File: config.mk
export PLATFORM = sky130hd
export DESIGN_NAME = dmem_loader_flat
export DESIGN_NICKNAME = d
export VERILOG_FILES = /design/src/rtl/dmem_loader_pkg.sv /design/src/rtl/dmem_loader_if.sv /design/src/rtl/dmem_loader.sv /design/src/flat_wrapper.sv
export SDC_FILE = /design/constraint.sdc
export NUM_CORES = 1
export LEC_CHECK = 0
export BUFFER_PORTS_ARGS = -buffer_cell sky130_fd_sc_hd__buf_2
export CORE_MARGIN = 4
export CORE_UTILIZATION = 52
export DETAILED_ROUTE_END_ITERATION = 10
export PLACE_DENSITY = 0.83
export SKIP_CTS_REPAIR_TIMING = 1
export SYNTH_ARGS = -nofsm -noshare
export SYNTH_HDL_FRONTEND = slang
export SYNTH_SLANG_ARGS = --single-unit
File: constraint.sdc
create_clock -name clk -period 2.7 [get_ports clk]
set_clock_uncertainty 0.1 [all_clocks]
set_input_delay 0.54 -clock clk [delete_from_list [all_inputs] [get_ports clk]]
set_output_delay 0.54 -clock clk [all_outputs]
set_load 0.05 [all_outputs]
File: src/rtl/dmem_loader_pkg.sv
// Shared constants and the loader's state encoding.
package dmem_loader_pkg;
  localparam int DATA_W     = 32;
  localparam int DMEM_DEPTH = 1024;

  typedef enum logic [1:0] {
    LD_LEN_HI = 2'd0,
    LD_LEN_LO = 2'd1,
    LD_DATA   = 2'd2,
    LD_DONE   = 2'd3
  } ld_state_e;
endpackage

File: src/rtl/dmem_loader_if.sv
// Byte-stream input plus dmem write port of the boot loader.
interface dmem_loader_if #(parameter int DATA_W = 32);
  logic [7:0]        in_data;
  logic              in_valid;
  logic              in_ready;
  logic [15:0]       a;
  logic [DATA_W-1:0] wd;
  logic              we;

  // master: stream source / dmem observer; slave: the loader itself
  modport master (output in_data, in_valid, input in_ready, a, wd, we);
  modport slave  (input in_data, in_valid, output in_ready, a, wd, we);
endinterface

File: src/rtl/dmem_loader.sv
// Boot-time image loader: 16-bit word count then big-endian words into dmem,
// holding the CPU in reset until the final word has been written.
module dmem_loader #(
  parameter int DMEM_DEPTH = dmem_loader_pkg::DMEM_DEPTH,
  parameter int DATA_W     = dmem_loader_pkg::DATA_W
) (
  input  logic          clk,
  input  logic          rst_n,
  dmem_loader_if.slave  bus,
  input  logic          start,
  output logic          cpu_hold,
  output logic          done,
  output logic          overflow
);
  import dmem_loader_pkg::*;

  ld_state_e         state, state_nxt;
  logic [15:0]       len;
  logic [15:0]       word_cnt;
  logic [15:0]       word_cnt_inc;
  logic [23:0]       shreg;
  logic [1:0]        byte_cnt;
  logic [15:0]       a_q;
  logic [DATA_W-1:0] wd_q;
  logic              we_q;
  logic              take;
  logic              word_end;
  logic              fits;

  assign bus.in_ready = (state != LD_DONE);
  assign bus.a        = a_q;
  assign bus.wd       = wd_q;
  assign bus.we       = we_q;

  assign take         = bus.in_valid && bus.in_ready;
  assign word_end     = take && (state == LD_DATA) && (byte_cnt == 2'd3);
  assign word_cnt_inc = word_cnt + 16'd1;
  assign fits         = 32'(word_cnt) < DMEM_DEPTH;

  always_ff @(posedge clk or negedge rst_n) begin
    if (!rst_n) state <= LD_LEN_HI;
    else        state <= state_nxt;
  end

  always_comb begin
    state_nxt = state;
    case (state)
      LD_LEN_HI: if (take) state_nxt = LD_LEN_LO;
      LD_LEN_LO: if (take) state_nxt = ({len[15:8], bus.in_data} == 16'd0) ? LD_DONE : LD_DATA;
      LD_DATA:   if (word_end && (word_cnt_inc == len)) state_nxt = LD_DONE;
      LD_DONE:   if (start) state_nxt = LD_LEN_HI;
      default:   state_nxt = LD_LEN_HI;
    endcase
  end

  always_ff @(posedge clk or negedge rst_n) begin
    if (!rst_n) begin
      len      <= '0;
      word_cnt <= '0;
      shreg    <= '0;
      byte_cnt <= '0;
      a_q      <= '0;
      wd_q     <= '0;
      we_q     <= 1'b0;
      cpu_hold <= 1'b1;
      done     <= 1'b0;
      overflow <= 1'b0;
    end else begin
      we_q <= 1'b0;
      case (state)
        LD_LEN_HI: if (take) len[15:8] <= bus.in_data;
        LD_LEN_LO: if (take) len[7:0]  <= bus.in_data;
        LD_DATA: if (take) begin
          shreg    <= {shreg[15:0], bus.in_data};
          byte_cnt <= byte_cnt + 2'd1;
          if (byte_cnt == 2'd3) begin
            a_q      <= word_cnt;
            wd_q     <= {shreg, bus.in_data};
            // words past the end of dmem are consumed but dropped
            if (fits) we_q     <= 1'b1;
            else      overflow <= 1'b1;
            word_cnt <= word_cnt_inc;
          end
        end
        LD_DONE: begin
          // done/cpu_hold lag DONE entry by one cycle so the last write lands first
          if (start) begin
            len      <= '0;
            word_cnt <= '0;
            byte_cnt <= '0;
            overflow <= 1'b0;
            done     <= 1'b0;
            cpu_hold <= 1'b1;
          end else begin
            done     <= 1'b1;
            cpu_hold <= 1'b0;
          end
        end
        default: ;
      endcase
    end
  end
endmodule

File: src/flat_wrapper.sv
// flat-port wrapper written by rule: the top's interface ports become plain ports
module dmem_loader_flat import dmem_loader_pkg::*;
#(
  parameter int DMEM_DEPTH = dmem_loader_pkg::DMEM_DEPTH,
  parameter int DATA_W     = dmem_loader_pkg::DATA_W
)
  (clk, rst_n, start, cpu_hold, done, overflow, bus_in_data, bus_in_valid, bus_in_ready, bus_a, bus_wd, bus_we);
  dmem_loader_if #(.DATA_W(DATA_W)) bus_i ();
  input  logic clk;
  input  logic rst_n;
  input  logic start;
  output logic cpu_hold;
  output logic done;
  output logic overflow;
  input wire logic [$bits(bus_i.in_data)-1:0] bus_in_data;
  input wire logic [$bits(bus_i.in_valid)-1:0] bus_in_valid;
  output wire logic [$bits(bus_i.in_ready)-1:0] bus_in_ready;
  output wire logic [$bits(bus_i.a)-1:0] bus_a;
  output wire logic [$bits(bus_i.wd)-1:0] bus_wd;
  output wire logic [$bits(bus_i.we)-1:0] bus_we;
  assign bus_i.in_data = bus_in_data;
  assign bus_i.in_valid = bus_in_valid;
  assign bus_in_ready = bus_i.in_ready;
  assign bus_a = bus_i.a;
  assign bus_wd = bus_i.wd;
  assign bus_we = bus_i.we;
  dmem_loader #(.DMEM_DEPTH(DMEM_DEPTH), .DATA_W(DATA_W)) u_core (.clk(clk), .rst_n(rst_n), .bus(bus_i), .start(start), .cpu_hold(cpu_hold), .done(done), .overflow(overflow));
endmodule
**Yosys cells after proc, flatten, opt, wreduce, memory -nomap -nowiden**

Cells that the tools add are included.

- Add/subtract/negate cells: 2
- Order comparisons: 1
- Eq/ne operators: 13
- Multiplexer cells: 26
- Reduce and logical (&&, ||, !) cells: 17

Operator list:

| cell | number |
|---|---|
| $mux 16 | 3 |
| $pmux 16 s2 | 1 |
| $pmux 8 s2 | 2 |
| $add 16x1->16 const B | 1 |
| $eq 16x16->1 | 1 |
| $logic_not 16->1 | 1 |
| $lt 16x11->1 const B | 1 |
| $reduce_and 3->1 | 4 |
| $mux 1 | 11 |
| $mux 2 | 5 |
| $ne 2x2->1 const B | 5 |
| $mux 8 | 1 |
| $pmux 2 s4 | 1 |
| $reduce_and 4->1 | 2 |
| $eq 2x2->1 const B | 3 |
| $ne 2x1->1 const B | 3 |
| $reduce_bool 2->1 | 3 |
| $reduce_and 5->1 | 1 |
| $logic_and 1x1->1 | 4 |
| $pmux 2 s2 | 1 |
| $add 2x1->2 const B | 1 |
| $eq 2x1->1 const B | 1 |
| $logic_not 2->1 | 1 |
| $pmux 1 s2 | 1 |
| $reduce_and 2->1 | 1 |

- Register bits: 112
- Bits of input ports: 12
- Output and inout bits: 53
- Logic and storage cells: 71

**Logic depth before layout (Yosys ltp)**

Gate-level depths: netlist of the first run.

- Depth in word-level cells: 7
- Mapped depth: 9
- Depth with buffers taken out: 8

**Least setup slack after synthesis of the first run**

No wires, ideal clock.

- Kind: register to register
- From: register u_core.word_cnt[0]
- To: register u_core.state[1]
- Setup time: 0.128 ns
- Arrival time: 2.366 ns
- Required time: 2.472 ns
- Slack: 0.107 ns
- Cell stages (with the launch flop): 9
- Buffers on the path: 0
- Period minus slack after synthesis: 2.593 ns
- Path through: dfrtp_1 > ha_1 > and3_1 > nand3_2 > or4_1 > o21ai_0 > nand4_1 > o32ai_2 > mux2_1

- Cells in the longest elaborated chain, start to end: 5

Ends and longest elaborated chain:

| element | RTL line | source |
|---|---|---|
| start, declared | dmem_loader.sv:19 | `logic [15:0] word_cnt;` |
| start signal, assigned | dmem_loader.sv:82 | `word_cnt <= word_cnt_inc;` |
| $add 16x1->16 | dmem_loader.sv:37 | `assign word_cnt_inc = word_cnt + 16'd1;` |
| $eq 16x16->1 | dmem_loader.sv:50 | `LD_DATA: if (word_end && (word_cnt_inc == len)) state_nxt = LD_DONE;` |
| $logic_and 1x1->1 | dmem_loader.sv:50 |  |
| $ne 2x2->1 (no source line) | - |  |
| $reduce_and 4->1 (no source line) | - |  |
| end signal, assigned | dmem_loader.sv:42 | `else state <= state_nxt;` |
| end, declared | dmem_loader.sv:17 | `ld_state_e state, state_nxt;` |

No other way between the ends.
A chain may end at the register's enable or synchronous reset.

**Worst setup path in the final report of the first run**

- From: register u_core.word_cnt[1]
- To: register u_core.state[1]

Same word-level chain as after synthesis.

==> results.txt, run 1 <==
Run status - finished with violations
Failing checks - negative hold slack
Pin count of the biggest net entering global routing - 75
Placed cell count - 687
# H-tree levels - 3
Max_cap viols - 0
Finished Layout Cells - 703
Final Hold Fails - 5
Kind of critical path - reg2reg
Clock group share of total power - 0.164
Overflow after GRT - 0
Worst r2r path cells - 8
Crit end category - register
I/O Buffers - 64
Hold slack - -0.00541 ns
Post-route ant nets - 0
Core area - 9370 sq um
Synthesized flop and latch total - 112
Psw - 2620 uW
Number of global-route vias before repair - 3,770
Share of layout cells above drive strength 1 - 0.253
Critical R2R Launch - u_core.word_cnt[1]$_DFFE_PN0P_
DRC - 0
Mapped Cells - 506
CTS tree - done
Worst EP required - 2.87 ns
Fmax - 394 MHz
Total wire length - 10.7 mm
Netlist Area Pre-Place - 5060 sq um
Syn Area/Cell - 10.0 sq um
Clock root buffer - clkbuf_8
Sw frac - 0.428
Post-synth cell types - 46
Rel. slew slack - 0.586
Sequential Power Share - 0.430
Final min period - 2.54 ns
Die area - 11,400 sq um
Post-synthesis sequential area ratio - 0.554
Setup TNS - 0 ns
Reg-to-reg slack, setup - 0.16 ns
PD cells - 1060 nW/um^2
Top_reg_cell synth - dfrtp_1
Post-synth EDFFs - 0
Worst-path cell with the longest stage delay - or4_1
Data arrival, critical path - 2.71 ns
Nets - 588
Reg-to-reg endpoint - u_core.state[1]$_DFFE_PN0P_
Filler cells - 790
Internal - 3500 uW
RSZ-0062 raised after global routing - false
Commonest non-fill, non-tap cell in the layout - nand2_1
Hold Path Class - in2async
Worst-Skew Late Latency - 0.38 ns
Ports - 65
Synth warnings - 0
CTS Buffer Depth - 2
DRT iter0 DRCs - 207
Site Rows - 35
Hpwl dp - 7.48 mm
Pleak - 0.00296 uW
CP Max Fanout - 6
Final setup violation count - 0
Syn-to-layout area delta - 14.2%
Slew @ Worst Pin - 0.621 ns
CP Launch Type - register
Period utilisation layout - 0.941
CP delay by family, top - simple AND/OR/NAND/NOR gates
Post-synthesis async set-or-reset flop share - 1.00
Comb pwr share - 0.406
Ant. Diodes - 0
Number of antenna violations at the first check in global routing - 0
DR vias - 3,799
Commonest cells after routing, fill and taps aside - nand2_1, dfrtp_1, buf_2
CP Cell Sequence - ha_1 -> and3_2 -> nand3_2 -> or4_1 -> o21ai_0 -> nand4_1 -> o32ai_2 -> mux2_1
Clock sinks - 112
Pre-antenna DRT Iters - 4
Slowest Stage Delay on Critical Path - 0.52 ns
GPL Wtd Cong - 0.839
Tot GR Track Use - 0.198
Initial Util - 0.540
CP bufs+invs - 0
Reg clk slew, reported paths - 0.12 ns
Die Ht - 107 um
First-pass GRT wire length - 18.3 mm
Total CTS buffers - 9
Max-slew violation count - 0
Via-per-instance ratio - 5.40
Maximum vdd ir drop - 0.634 mV
Die width - 107 um
Synth Net Count - 525
Drt wl/cell - 15.2 um
[kinds of logic after synthesis]
logic type,after synthesis,share of synthesized area
AOI/OAI and AO/OA,56,0.0653
xor gates and xnor gates,23,0.0398
adders and majority gates,7,0.0173
buffers and inverters,36,0.0279
DFF,112,0.554
muxes,42,0.0930
and+or+nand+nor,230,0.203
[sequential cells by signal, indices dropped and copies added, names as in the netlist]
register and cells:
u_core.bus.a 16, u_core.state 2, u_core.byte_cnt 2, u_core.bus.wd 32, u_core.cpu_hold 1, u_core.bus.we 1, u_core.shreg 24, u_core.len 16
u_core.overflow 1, u_core.word_cnt 16, u_core.done 1
[power by group through the flow]
stage	Sequential [uW]	Clock [uW]	Combinational [uW]
finish	2630	1000	2480
global route	2710	1100	2680
CTS	2630	1020	2500
detailed placement	2660	0	2500
global placement	2630	0	2400
floorplan	3300	0	1170
[metrics by stage]
stage	area (sq um)	hold WS (ns)	setup WS [ns]	total power, uW	util
4_1_cts	5770	0.0102	0.109	6150	0.616
3_5_place_dp	5560	0.356	0.114	5160	0.594
6_report	5780	-0.00541	0.161	6110	0.617
3_3_place_gp	5560	0.347	0.179	5030	0.594
5_1_grt	5780	0.0213	0.0387	6490	0.617
2_1_floorplan	5060	0.144	0.107	4460	-
[layer usage]
| layer | routed length (um) | part of all wire | GRT usage |
|---|---|---|---|
| met1 | 4810 | 0.45 | 0.274 |
| met5 | 0 | 0 | 0 |
| met3 | 464 | 0.044 | 0.0277 |
| met4 | 133 | 0.012 | 0.0740 |
| met2 | 5250 | 0.49 | 0.318 |
[synth_stat cells (2+ instances only)]
cell type	n	area share
o22ai_1	3	0.0037
and2_1	3	0.0037
and3_1	3	0.0037
dfrtp_1	111	0.55
or4_1	2	0.0030
buf_1	2	0.0015
inv_1	9	0.0067
o21ai_1	2	0.0020
or3_1	3	0.0037
o31ai_1	4	0.0059
nor4_1	3	0.0037
mux2_2	39	0.087
buf_2	4	0.0040
xnor2_1	13	0.022
o41ai_1	2	0.0035
and4_1	2	0.0035
nand2b_1	2	0.0025
nor2_1	21	0.016
mux2i_1	2	0.0040
ha_1	7	0.017
nand3_1	9	0.0089
o21ai_0	28	0.028
nor2b_1	9	0.011
nor3_1	5	0.0049
xor2_1	10	0.017
nand2_1	155	0.11
nand4_1	5	0.0062
clkbuf_1	20	0.015
a21oi_1	10	0.0099
nand4_2	2	0.0049
[final cells by class]
cell class	instances	area, sq um	share of cell area
inverter	9	33.8	0.00584
timing repair buffer	79	448	0.0775
tap	129	161	0.0279
sequential	112	2810	0.485
clock buffer	9	124	0.0214
multi-input combinational	358	2120	0.367
clock inverter	7	85.1	0.0147
[worst reg2reg max path: cells and delay by family, from the launching register on]
family                   cells  cell delay [ns]
adder cells (fa/ha/maj)      1             0.17
AO/OA/AOI/OAI                2             0.39
flip-flops                   1             0.43
AND/OR/NAND/NOR              4             1.02
multiplexers                 1             0.35
[worst max-delay path by stage]
stage	depth (start not counted)	slack (ns)	startpoint	to
after floorplan	8	0.11	u_core.word_cnt[0]$_DFFE_PN0P_	u_core.state[1]$_DFFE_PN0P_
after global placement	8	0.18	u_core.word_cnt[1]$_DFFE_PN0P_	u_core.state[1]$_DFFE_PN0P_
after detailed placement	8	0.11	u_core.word_cnt[1]$_DFFE_PN0P_	u_core.state[1]$_DFFE_PN0P_
after CTS	8	0.11	u_core.word_cnt[1]$_DFFE_PN0P_	u_core.state[1]$_DFFE_PN0P_
after global routing	8	0.04	u_core.state[1]$_DFFE_PN0P_	u_core.word_cnt[6]$_DFFE_PN0P_
final	8	0.16	u_core.word_cnt[1]$_DFFE_PN0P_	u_core.state[1]$_DFFE_PN0P_
No activity file was read; power rests on OpenSTA's default activity.
==> run 2, diff against run 1 <==
GPL_TIMING_DRIVEN = 0   (was default)
==> run 2 against run 1 <==
  * The run now ends clean
  * Worst setup slack worse by 0.051 ns
  * Global-route usage is 1.7 points higher
  * Sequential share of layout area is 0.78 points lower
  * First-iteration DRC count is 30% higher
  * Sequential cell count stayed put
  * Power is 1.6% higher
  * Cell area is 1.7% higher
  * Critical path depth stayed put
  * Count of clock-buffer cells in the layout is 1 higher
  * Sequential power hardly changed
  * Largest power group unchanged
==> results.txt, run 2 (synthesized netlist as in run 1, its figures left out) <==
Syn-to-layout area delta - 16.1%
Period utilisation layout - 0.959
Final Hold Fails - 0
CP Max Fanout - 8
Hpwl dp - 8.32 mm
CP Cell Sequence - ha_4 -> and3_4 -> nand3_1 -> or3_1 -> o21ai_0 -> nand3_1 -> o32ai_2 -> mux2_4
Final min period - 2.59 ns
Final setup violation count - 0
Crit end category - register
Pre-antenna DRT Iters - 5
Max_cap viols - 0
Pin count of the biggest net entering global routing - 60
CP Launch Type - register
# H-tree levels - 3
Kind of critical path - reg2reg
I/O Buffers - 64
First-pass GRT wire length - 19.5 mm
Post-route ant nets - 0
DR vias - 3,922
DRT iter0 DRCs - 269
Reg area - 2810 sq um
Fmax - 386 MHz
Commonest non-fill, non-tap cell in the layout - nand2_1
Slew @ Worst Pin - 0.784 ns
Ports - 65
Die area - 11,400 sq um
Tot GR Track Use - 0.215
Total wire length - 11.7 mm
Total CTS buffers - 9
Drt wl/cell - 16.2 um
Worst-path cell with the longest stage delay - dfrtp_2
Initial Util - 0.540
Number of global-route vias before repair - 3,958
Final worst slack - 0.110 ns
Clock sinks - 112
Die Ht - 107 um
Maximum vdd ir drop - 0.786 mV
GPL Wtd Cong - 0.887
Rel. slew slack - 0.474
CP bufs+invs - 0
Ant. Diodes - 0
Most frequent CP cell - nand3_1
CTS Buffer Depth - 2
Worst EP required - 2.88 ns
Slowest Stage Delay on Critical Path - 0.49 ns
Max-slew violation count - 0
PD cells - 1060 nW/um^2
Filler cells - 779
Commonest cells after routing, fill and taps aside - nand2_1, dfrtp_1, buf_2
Run status - completed
Worst-Skew Late Latency - 0.38 ns
Data arrival, critical path - 2.77 ns
CTS tree - done
Reg clk slew, reported paths - 0.12 ns
Clock root buffer - clkbuf_8
Via-per-instance ratio - 5.44
CP delay by family, top - simple AND/OR/NAND/NOR gates
Nets - 606
Site Rows - 35
Total power - 6210 uW
Overflow after GRT - 0
DRC - 0
Multi-input gate area - 2160 sq um
Core area - 9370 sq um
Max reg flops - 32
Pleak - 0.00300 uW
Hold Path Class - in2async
Number of antenna violations at the first check in global routing - 0
Die width - 107 um
Share of layout cells above drive strength 1 - 0.253
Pre-CTS setup slack - -0.274 ns
run 2: cell types whose count changed in the layout (fill, tap and decap cells not counted), moves of 2 or more:
cell / before / now
buf_1: 0 / 2
clkbuf_1: 0 / 16
clkbuf_2: 0 / 3
buf_2: 63 / 67
buf_4: 15 / 8
clkinv_4: 2 / 0
run 2: through the flow:
step | hold slack (ns) | TNS (ns) | utilization | cell area [sq um] | instances
2_1_floorplan | 0.144 | 0 | - | 5060 | 506
3_3_place_gp | 0.345 | -18.03 | 0.591 | 5540 | 699
3_5_place_dp | 0.358 | -0.403 | 0.595 | 5570 | 700
4_1_cts | 0.104 | -0.423 | 0.617 | 5780 | 716
5_1_grt | 0.126 | -0.0517 | 0.627 | 5880 | 721
6_report | 0.0827 | 0 | 0.627 | 5880 | 721
run 2: power by group:
group          switching [uW]  internal [uW]  total (uW)
combinational            1620            920        2540
clock                     625            390        1020
sequential                427           2230        2660
total                    2670           3540        6210
run 2: path summary, 6_finish.rpt:
check	from	to	slack [ns]	cells past startpoint
max	u_core.word_cnt[0]$_DFFE_PN0P_	u_core.state[1]$_DFFE_PN0P_	0.11	8
min	rst_n	u_core.bus.wd[16]$_DFFE_PN0P_	0.08	1
max reg2reg	u_core.word_cnt[0]$_DFFE_PN0P_	u_core.state[1]$_DFFE_PN0P_	0.11	8
min reg2reg	u_core.bus.a[0]$_DFFE_PN0P_	u_core.bus.a[0]$_DFFE_PN0P_	0.38	2
max in group asynchronous	rst_n	u_core.word_cnt[1]$_DFFE_PN0P_	1.66	2
min in group clk	bus_in_data[7]	u_core.bus.wd[7]$_DFFE_PN0P_	0.31	3
run 2: layout make-up:
class | count | area share
Tap cell | 129 | 0.0275
Clock inverter | 6 | 0.0119
Timing Repair Buffer | 72 | 0.0685
Sequential cell | 112 | 0.477
Multi-Input combinational cell | 358 | 0.368
Inverter | 9 | 0.00575
Clock buffer | 10 | 0.0234
Buffer | 25 | 0.0175
run 2: per-layer routing:
layer  part of all wire  wire length, um  up-vias  GRT usage
li1                   -                -     1848          -
met1               0.43             4990     1929      0.289
met2               0.50             5910      125      0.356
met3              0.051              602       20     0.0367
met4              0.017              203        0     0.0703
met5                  0                0        -          0
==> run 3, diff against run 2 <==
CORE_UTILIZATION = 54   (was 52)
CTS_BUF_LIST = sky130_fd_sc_hd__clkbuf_8   (was default)
PLACE_DENSITY = 0.85   (was 0.83)
==> run 3 against run 2 <==
  * Final cell count decreased by 2.4%
  * Via count grew 1.2%
  * Combinational power about the same
  * Wire length shrank 0.38%
  * Utilization increased by 1.4 points
  * Worst setup slack got worse by 0.036 ns
  * Power is 1.6% higher
  * Fmax shrank 1.4%
  * Sequential power about the same
  * Sequential share of layout area fell by 0.18 points
  * Die area shrank 3.4%
  * First-iteration DRC count grew 25%
==> results.txt, run 3 (synthesized netlist as in run 1, its figures left out) <==
Period utilisation layout - 0.973
Worst-Skew Late Latency - 0.38 ns
Slew @ Worst Pin - 0.765 ns
Number of global-route vias before repair - 3,976
Tot GR Track Use - 0.221
Max reg flops - 32
Hold Path Class - in2async
Kind of critical path - reg2reg
Pre-antenna DRT Iters - 5
Setup TNS - 0 ns
CP Max Fanout - 6
Data arrival, critical path - 2.81 ns
Via-per-instance ratio - 5.64
Clock sinks - 112
Initial Util - 0.550
Nets - 607
Maximum vdd ir drop - 0.686 mV
Die Ht - 105 um
Clock root buffer - clkbuf_8
Final Hold Fails - 0
PD cells - 1070 nW/um^2
Share of layout cells above drive strength 1 - 0.256
CP Launch Type - register
Site Rows - 35
Commonest cells after routing, fill and taps aside - nand2_1, dfrtp_1, buf_2
Slowest Stage Delay on Critical Path - 0.54 ns
Commonest non-fill, non-tap cell in the layout - nand2_1
Worst EP required - 2.88 ns
GPL Wtd Cong - 0.864
DRC - 0
Ant. Diodes - 0
Run status - completed
Total power - 6310 uW
Fmax - 381 MHz
CP delay by family, top - simple AND/OR/NAND/NOR gates
Overflow after GRT - 0
# H-tree levels - 3
Ports - 65
Worst-path cell with the longest stage delay - dfrtp_1
Total CTS buffers - 9
Crit end category - register
Hpwl dp - 8.38 mm
Number of antenna violations at the first check in global routing - 0
Reg clk slew, reported paths - 0.12 ns
Die area - 11,000 sq um
Drt wl/cell - 16.6 um
I/O Buffers - 64
Final min period - 2.63 ns
Max-slew violation count - 0
CTS Buffer Depth - 2
First-pass GRT wire length - 19.4 mm
CP bufs+invs - 0
Die width - 105 um
CTS tree - done
Max_cap viols - 0
DRT iter0 DRCs - 335
Core area - 9200 sq um
Final setup violation count - 0
Pin count of the biggest net entering global routing - 71
Pleak - 0.00302 uW
DR vias - 3,968
Total wire length - 11.7 mm
Rel. slew slack - 0.487
CP Cell Sequence - nand4_4 -> xor2_1 -> or4_4 -> o21ai_2 -> nand4_1 -> o32ai_4 -> mux2_4
Filler cells - 720
Syn-to-layout area delta - 16.6%
Post-route ant nets - 0
==> run 3: where the power goes <==
part           switching [uW]  internal (uW)
Combinational            1650            915
Clock                     628            468
Sequential                417           2230
==> run 3: final cells by class <==
type / count / area, sq um / share of cell area
sequential: 112 / 2810 / 0.476
clock buffer: 9 / 124 / 0.0210
multi-input combinational: 358 / 2180 / 0.369
tap: 111 / 139 / 0.0235
buffer: 25 / 101 / 0.0172
inverter: 9 / 33.8 / 0.00573
timing repair buffer: 73 / 410 / 0.0696
clock inverter: 7 / 108 / 0.0182
==> run 3: worst paths after layout <==
path                                                  from                            end  slack [ns]  depth (start not counted)
max                        u_core.word_cnt[11]$_DFFE_PN0P_    u_core.state[1]$_DFFE_PN0P_        0.07                          7
min                                                  rst_n  u_core.bus.wd[30]$_DFFE_PN0P_        0.03                          1
max reg2reg                u_core.word_cnt[11]$_DFFE_PN0P_    u_core.state[1]$_DFFE_PN0P_        0.07                          7
min reg2reg                   u_core.bus.a[10]$_DFFE_PN0P_   u_core.bus.a[10]$_DFFE_PN0P_        0.38                          2
max in group asynchronous                            rst_n    u_core.cpu_hold$_DFFE_PN1P_        1.72                          2
min in group clk                            bus_in_data[7]   u_core.bus.wd[7]$_DFFE_PN0P_        0.30                          3
==> run 3: per-layer routing <==
layer | part of all wire | vias to the layer above | GRT usage | wire, um
li1 | - | 1862 | - | -
met1 | 0.41 | 1918 | 0.284 | 4840
met2 | 0.50 | 161 | 0.361 | 5840
met3 | 0.061 | 27 | 0.0383 | 706
met4 | 0.025 | 0 | 0.111 | 288
met5 | 0 | - | 0 | 0
==> run 3: stage by stage <==
stage | utilization | cells | setup WS, ns | area, sq um | hold slack, ns
2_1_floorplan | - | 506 | 0.107 | 5060 | 0.144
4_1_cts | 0.629 | 698 | -0.335 | 5780 | 0.0348
3_3_place_gp | 0.600 | 681 | -0.225 | 5520 | 0.346
5_1_grt | 0.642 | 704 | -0.0160 | 5900 | 0.0662
3_5_place_dp | 0.604 | 682 | -0.286 | 5550 | 0.357
6_report | 0.642 | 704 | 0.0735 | 5900 | 0.0269
